==> src/rtl/ysyx_25060166_exec_seq.sv <==
// Multi-cycle fetch/execute sequencer for the RV32E ADDI datapath.
// Optional retired-instruction counter (inst_cnt port) when YSYX_25060166_PERF_CNT_EN is defined.
module ysyx_25060166_exec_seq #(
  parameter int              XLEN     = 32,
  parameter logic [XLEN-1:0] RESET_PC = 32'h8000_0000
) (
  input  logic            clk,
  input  logic            rst,
  output logic            imem_req_valid,
  input  logic            imem_req_ready,
  output logic [XLEN-1:0] imem_addr,
  input  logic            imem_resp_valid,
  input  logic [XLEN-1:0] imem_resp_data,
  output logic [4:0]      rf_raddr1,
  input  logic [XLEN-1:0] rf_rdata1,
  output logic            rf_wen,
  output logic [4:0]      rf_waddr,
  output logic [XLEN-1:0] rf_wdata,
  output logic [XLEN-1:0] pc,
  output logic            halted,
  output logic            illegal
`ifdef YSYX_25060166_PERF_CNT_EN
  ,
  output logic [31:0]     inst_cnt
`endif
);

  // state | meaning
  // FETCH | request at pc, held stable until accepted
  // WAIT  | request accepted, waiting for instruction data
  // EXEC  | decode latched instruction, read rs1, compute result
  // WB    | one-cycle register write (suppressed for x0), pc += 4
  // HALT  | stopped on EBREAK or unsupported encoding; only rst exits
  typedef enum logic [2:0] {
    S_FETCH,
    S_WAIT,
    S_EXEC,
    S_WB,
    S_HALT
  } state_t;

  state_t          state;
  logic [XLEN-1:0] inst;
  logic [XLEN-1:0] imm;
  logic            is_addi;
  logic            is_ebreak;

  // x16-x31 do not exist in RV32E, so bit 4 of rs1/rd makes an ADDI illegal.
  assign is_ebreak = (inst == XLEN'(32'h0010_0073));
  assign is_addi   = (inst[6:0] == 7'b0010011) && (inst[14:12] == 3'b000) &&
                     !inst[19] && !inst[11];
  assign imm       = {{(XLEN-12){inst[31]}}, inst[31:20]};
  assign imem_addr = pc;

  always_ff @(posedge clk) begin
    if (rst) begin
      state          <= S_FETCH;
      pc             <= RESET_PC;
      inst           <= '0;
      imem_req_valid <= 1'b1;
      rf_raddr1      <= 5'd0;
      rf_wen         <= 1'b0;
      rf_waddr       <= 5'd0;
      rf_wdata       <= '0;
      halted         <= 1'b0;
      illegal        <= 1'b0;
`ifdef YSYX_25060166_PERF_CNT_EN
      inst_cnt       <= 32'd0;
`endif
    end else begin
      case (state)
        S_FETCH: begin
          if (imem_req_valid && imem_req_ready) begin
            imem_req_valid <= 1'b0;
            state          <= S_WAIT;
          end
        end
        S_WAIT: begin
          // rs1 address is registered here so the combinational read is ready in EXEC
          if (imem_resp_valid) begin
            inst      <= imem_resp_data;
            rf_raddr1 <= imem_resp_data[19:15];
            state     <= S_EXEC;
          end
        end
        S_EXEC: begin
          if (is_addi) begin
            rf_waddr <= inst[11:7];
            rf_wdata <= rf_rdata1 + imm;
            rf_wen   <= (inst[11:7] != 5'd0);
            state    <= S_WB;
          end else begin
            halted  <= 1'b1;
            illegal <= !is_ebreak;
            state   <= S_HALT;
          end
        end
        S_WB: begin
          rf_wen         <= 1'b0;
          pc             <= pc + XLEN'(4);
          imem_req_valid <= 1'b1;
          state          <= S_FETCH;
`ifdef YSYX_25060166_PERF_CNT_EN
          inst_cnt       <= inst_cnt + 32'd1;
`endif
        end
        S_HALT: begin
          imem_req_valid <= 1'b0;
          rf_wen         <= 1'b0;
        end
        default: begin
          imem_req_valid <= 1'b0;
          rf_wen         <= 1'b0;
          halted         <= 1'b1;
          illegal        <= 1'b1;
          state          <= S_HALT;
        end
      endcase
    end
  end

endmodule

==> config.mk <==
export PLATFORM = sky130hd
export DESIGN_NAME = ysyx_25060166_exec_seq
export DESIGN_NICKNAME = d
export VERILOG_FILES = /design/src/rtl/ysyx_25060166_exec_seq.sv
export SDC_FILE = /design/constraint.sdc
export NUM_CORES = 1
export LEC_CHECK = 0
export ABC_AREA = 0
export CAP_MARGIN = 20
export CORE_MARGIN = 2
export CORE_UTILIZATION = 58
export CTS_CLUSTER_SIZE = 12
export DETAILED_ROUTE_END_ITERATION = 8
export DONT_BUFFER_PORTS = 1
export PLACE_DENSITY_LB_ADDON = 0.08
export RECOVER_POWER = 100
export SLEW_MARGIN = 30
export SYNTH_ARGS = -nofsm -noshare
export SYNTH_HDL_FRONTEND = slang
export SYNTH_SLANG_ARGS = --single-unit
==> constraint.sdc <==
create_clock -name clk -period 2.71 [get_ports clk]
set_input_delay 0.542 -clock clk [delete_from_list [all_inputs] [get_ports clk]]
set_output_delay 0.542 -clock clk [all_outputs]
set_load 0.01 [all_outputs]
Word level (Yosys, flattened, before mapping)
Cells that the tools add are included.
{"block": "word_totals", "ff_bits": 113, "wordCells": 57, "out_inout_bits": 110}
{"block": "op_classes", "eq_ne": 10, "mux": 12, "addsub": 2, "reduce_logical": 19, "n_bitwise": 4}
{"op": "32-bit by 3-bit adder with 32-bit output (second input constant)", "count": 1}
{"op": "32-bit adder", "count": 1}
{"op": "32-bit by 21-bit == test with 1-bit output (second input constant)", "count": 1}
{"op": "3-bit case mux with 5 select lines", "count": 1}
{"op": "2-bit AND reduction", "count": 5}
{"op": "3-bit 2-to-1 mux", "count": 3}
{"op": "2-bit != test (second input constant)", "count": 4}
{"op": "7-bit by 5-bit == test with 1-bit output (second input constant)", "count": 1}
{"op": "3-bit by 2-bit == test with 1-bit output (second input constant)", "count": 2}
{"op": "3-bit logical NOT", "count": 2}
{"op": "1-bit case mux with 2 select lines", "count": 3}
{"op": "5-bit nonzero test", "count": 1}
{"op": "1-bit logical AND", "count": 4}
{"op": "1-bit 2-to-1 mux", "count": 4}
{"op": "1-bit inverter", "count": 4}
{"op": "2-bit OR reduction", "count": 2}
{"op": "4-bit OR reduction", "count": 1}
{"op": "3-bit by 1-bit == test with 1-bit output (second input constant)", "count": 1}
{"op": "3-bit == test (second input constant)", "count": 1}
{"op": "1-bit logical NOT", "count": 3}
{"op": "1-bit case mux with 3 select lines", "count": 1}
{"op": "3-bit AND reduction", "count": 1}

Depth between registers and ports, before layout
Gate-level depths: netlist (run 1).
{"block": "depth", "word_depth": 6, "ltp_mapped": 9}

Worst setup path before layout (run 1)
Ideal clock, no wire load.
{"block": "synth_path", "kind": "register -> register", "from": "register inst[2]", "to": "register rf_wdata[25]", "t_required_ns": 2.648, "path_slack_ns": -0.142, "period_less_slack_ns": 2.852, "arrival_ns": 2.790, "path_stages_with_launch": 8, "cell_sequence": "dfxtp_1 > or4b_1 > or4_4 > or4_4 > or4_4 > buf_6 > or4_1 > nand3_1"}
{"block": "synth_between", "elab_chain_cells": 5}
{"element": "from (decl)", "line": "43", "rtl": "logic [XLEN-1:0] inst;"}
{"element": "from (signal assigned)", "line": "81", "rtl": "inst <= imem_resp_data;"}
{"element": "7-bit by 5-bit == test with 1-bit output", "line": "50", "rtl": "assign is_addi = (inst[6:0] == 7'b0010011) && (inst[14:12] == 3'b000) &&"}
{"element": "1-bit logical AND (2 in a row)", "line": "50"}
{"element": "1-bit logical AND", "line": "51", "rtl": "!inst[19] && !inst[11];"}
{"element": "2-bit AND reduction (no line)"}
{"element": "to (signal assigned)", "line": "89", "rtl": "rf_wdata <= rf_rdata1 + imm;"}
{"element": "to (decl)", "line": "18", "rtl": "output logic [XLEN-1:0] rf_wdata,"}
No other way between the ends.
A chain may end at the register's enable or synchronous reset.

Worst setup path after layout (run 1)
{"block": "layout_path", "from": "register inst[2]", "to": "register rf_wdata[29]"}
The elaborated chain is that of the path after synthesis.

==> results by group, run 1 <==
Yosys
  • Main flop type after synthesis: dfxtp_1
  • Async set-or-reset flop fraction in the synthesized netlist: 0%
  • Mapped Avg Cell Area: 7.62 sq um
  • Post-Syn Area: 6200 sq um
  • Sequential fraction of the synthesis area: 34.2%
  • Register bit total from synthesis: 106
  • Synth unique cells: 57
  • Warnings from Yosys: 0
  • EDFF count, synth: 0
  • Mapped Cells: 814

Finish
  • Most common cell after layout, fill and taps aside: nand2_1
  • Fill cells: 939
  • Fin cells: 962
  • # nets final: 922
  • Area Growth Syn to Fin: 8.75%
  • # diodes: 0
  • Most frequent cells in the layout: 146 x nand2_1, 105 x dfxtp_1, 103 x a21oi_1
  • Layout cell share with drive strength beyond 1: 12.0%

Place
  • Detailed placement HPWL: 12000 microns
  • Placed cells: 941
  • I/O Buffers: 0
  • Routability congestion estimate: 0.969

Die
  • Row count: 37
  • Starting Density: 59.8%
  • # IOs: 178
  • Die area: 11500 sq um
  • Placeable Area: 10400 sq um
  • Die height: 107 microns
  • Die Wd: 107 microns

STA
  • Setup TNS: -3.80 ns
  • RSZ-0062 raised after global routing: yes
  • Fin crit period: 2.92 ns
  • Finish-stage setup viols: 31
  • Fmax achieved: 0.343 GHz
  • Worst Max-Slew Pin Slew: 1.08 ns
  • Period utilisation layout: 108%
  • Setup WS post-layout: -0.208 ns
  • Slew HR: 28.3%
  • Worst Clk Skew: 0.00739 ns
  • Hold Fails Final Rpt: 0
  • Hold slack final: 0.260 ns
  • Slew Limit Fails: 0

Clock network
  • Root Driver: clkbuf_8
  • Worst-Skew Late Latency: 0.36 ns
  • Reg clk slew, reported paths: 0.10 ns
  • CTS tree: built
  • Sink Count: 106
  • H-Tree Depth: 3
  • Longest Clk Path Bufs: 2
  • CTS buffer count: 9
  • Post-CTS Hold Fix Bufs: 0

Critical path
  • CP cell instances: or4b_1 > or4_4 > or4_4 > or4_4 > buf_6 > a211oi_2 > a21oi_1 > o22ai_1
  • Crit path buffers/inverters: 1
  • Max incr delay on CP: 0.57 ns
  • CP endpoint kind: flip-flop
  • Nature of the critical path startpoint: flip-flop
  • Top delay family on crit path: simple AND/OR/NAND/NOR gates
  • Most common cell on crit path: or4_4
  • CP max stage cell: or4_4
  • Crit path kind: flip-flop to flip-flop
  • Worst EP required: 2.99 ns
  • Critical Path AT: 3.20 ns
  • Max FO, Critical Path: 12

Route
  • DRT antenna net count: 0
  • DRT iter0 DRCs: 401
  • Total vias in the final route: 5731
  • Total wire length: 16300 microns
  • DR pass1 iterations: 6
  • Via density per instance: 5.96
  • DRC: 0
  • Routed len/inst: 16.9 microns

Power
  • Logic pwr share: 14.6%
  • Register share of total power: 53.1%
  • Psw: 0.000840 W
  • Clock Power Share: 32.4%
  • Leak Pwr: 2.55 nW
  • Internal: 0.00221 W
  • Peak supply drop: 370 uV
  • PwrDens: 452 nW/um^2
  • Net Sw Frac: 27.6%

Flow run
  • Max-Cap Viols: 0

Global route
  • Largest net degree at the start of global routing: 102
  • GRT Overall Usage: 28.0%
  • Vias in the first global route: 5504
  • GRT Residual Overflow: 0
  • Initial antenna violation count: 0
  • First-pass GRT wire length: 26200 microns

Min path
  • Type of the most critical hold path: input port to flip-flop

Run status
  • Status: finished, violations left
  • Failing checks: negative setup slack
## per-stage QoR
stage	setup WS [ns]	area (sq um)	power [W]	util, %
2_1_floorplan	-0.142	6240	0.00197	-
3_3_place_gp	-0.175	6450	0.00208	62.2
3_5_place_dp	-0.202	6450	0.00209	62.2
4_1_cts	-0.216	6750	0.00306	65.1
5_1_grt	-0.281	6750	0.00320	65.1
6_report	-0.208	6750	0.00305	65.1
## flip-flops by register name, indices dropped and copies added, names as in the netlist
name            flops
rf_waddr            5
illegal             1
rf_wen              1
imem_addr          30
rf_raddr1           4
rf_wdata           32
inst               28
halted              1
state               3
imem_req_valid      1
## cells in the mapped netlist, types with 2 or more instances
library cell | n | area [sq um]
inv_1 | 15 | 56.3
and3_1 | 12 | 75.1
nand2b_1 | 2 | 12.5
nand2_1 | 146 | 548
or2_2 | 5 | 31.3
nand3_1 | 27 | 135
nor2b_1 | 3 | 18.8
o31ai_1 | 3 | 22.5
buf_4 | 39 | 293
a21o_1 | 9 | 67.6
clkbuf_1 | 33 | 124
a211oi_1 | 9 | 67.6
and2_1 | 3 | 18.8
or4_4 | 3 | 33.8
nor3_1 | 13 | 65.1
a31oi_1 | 8 | 50.1
o21a_1 | 10 | 75.1
mux2i_1 | 3 | 30.0
buf_2 | 6 | 30.0
and4_1 | 4 | 35.0
ha_1 | 32 | 400
o22ai_1 | 4 | 25.0
xor2_1 | 11 | 96.3
nand3b_1 | 4 | 30.0
buf_6 | 2 | 22.5
nand4_1 | 10 | 62.6
a211o_1 | 2 | 17.5
or4_1 | 7 | 52.6
o211ai_1 | 5 | 37.5
nand4b_1 | 2 | 17.5
nor4_1 | 9 | 56.3
xnor2_1 | 20 | 175
mux2_2 | 2 | 22.5
nor2_1 | 60 | 225
a311o_1 | 2 | 20.0
o21ai_0 | 40 | 200
or3_1 | 19 | 119
dfxtp_1 | 106 | 2120
a21oi_1 | 103 | 515
o21bai_1 | 4 | 30.0
## cell families after synthesis
kind of cell | after synthesis | synth area share, %
buffers and inverters | 95 | 8.47
AND/OR/NAND/NOR | 333 | 25.4
XOR/XNOR | 31 | 4.38
flip-flops | 106 | 34.2
adder cells (fa/ha/maj) | 33 | 6.78
AO/OA/AOI/OAI | 210 | 19.8
multiplexers | 5 | 0.847
other | 1 | 0.0605
## what timing repair did
action,CTS,global route
endpoints found under the hold margin,0,0
gates resized for setup,14,12
pin swaps,1,5
endpoints found under the setup margin,36,38
cloned,1,1
setup buffers,5,1
## layout make-up
cell class                      instances  area (sq um)  share of cell area (%)
Timing Repair Buffer                   73           559                    8.29
Inverter                               15          56.3                   0.835
Clock buffer                           11           131                    1.95
Clock inverter                          5          62.6                   0.927
Multi-Input combinational cell        616          3640                    54.0
Sequential cell                       106          2120                    31.5
Tap cell                              136           170                    2.52
## power groups by stage
stage / clock [W] / sequential [W] / combinational (W)
after floorplan: 0 / 0.00164 / 0.000326
after global placement: 0 / 0.00165 / 0.000423
after detailed placement: 0 / 0.00165 / 0.000434
after CTS: 0.00101 / 0.00162 / 0.000439
after global routing: 0.00108 / 0.00162 / 0.000498
final: 0.000987 / 0.00162 / 0.000444
## metal layers
metal	up-vias	GRT usage [%]	wire (microns)	share of wire, %
li1	2838	-	-	-
met1	2664	34.4	6820	42
met2	206	46.4	7690	47
met3	23	9.14	1450	8.9
met4	0	9.25	312	1.9
met5	-	0	0	0
## final timing paths
kind         startpoint             to  slack [ns]  cells after the start
min                 rst  imem_addr[26]        0.26                      1
min reg2reg     inst[1]        inst[1]        0.46                      2
max reg2reg     inst[2]   rf_wdata[29]       -0.21                      8
max             inst[2]   rf_wdata[29]       -0.21                      8
Note: power is estimated with default switching activity, not from simulation.
==> run 2: changes to the inputs <==
- CTS_CLUSTER_DIAMETER: unset -> 150
==> results of run 2 <==
No change in the layout: final DEF, timing and power equal those of run 1.
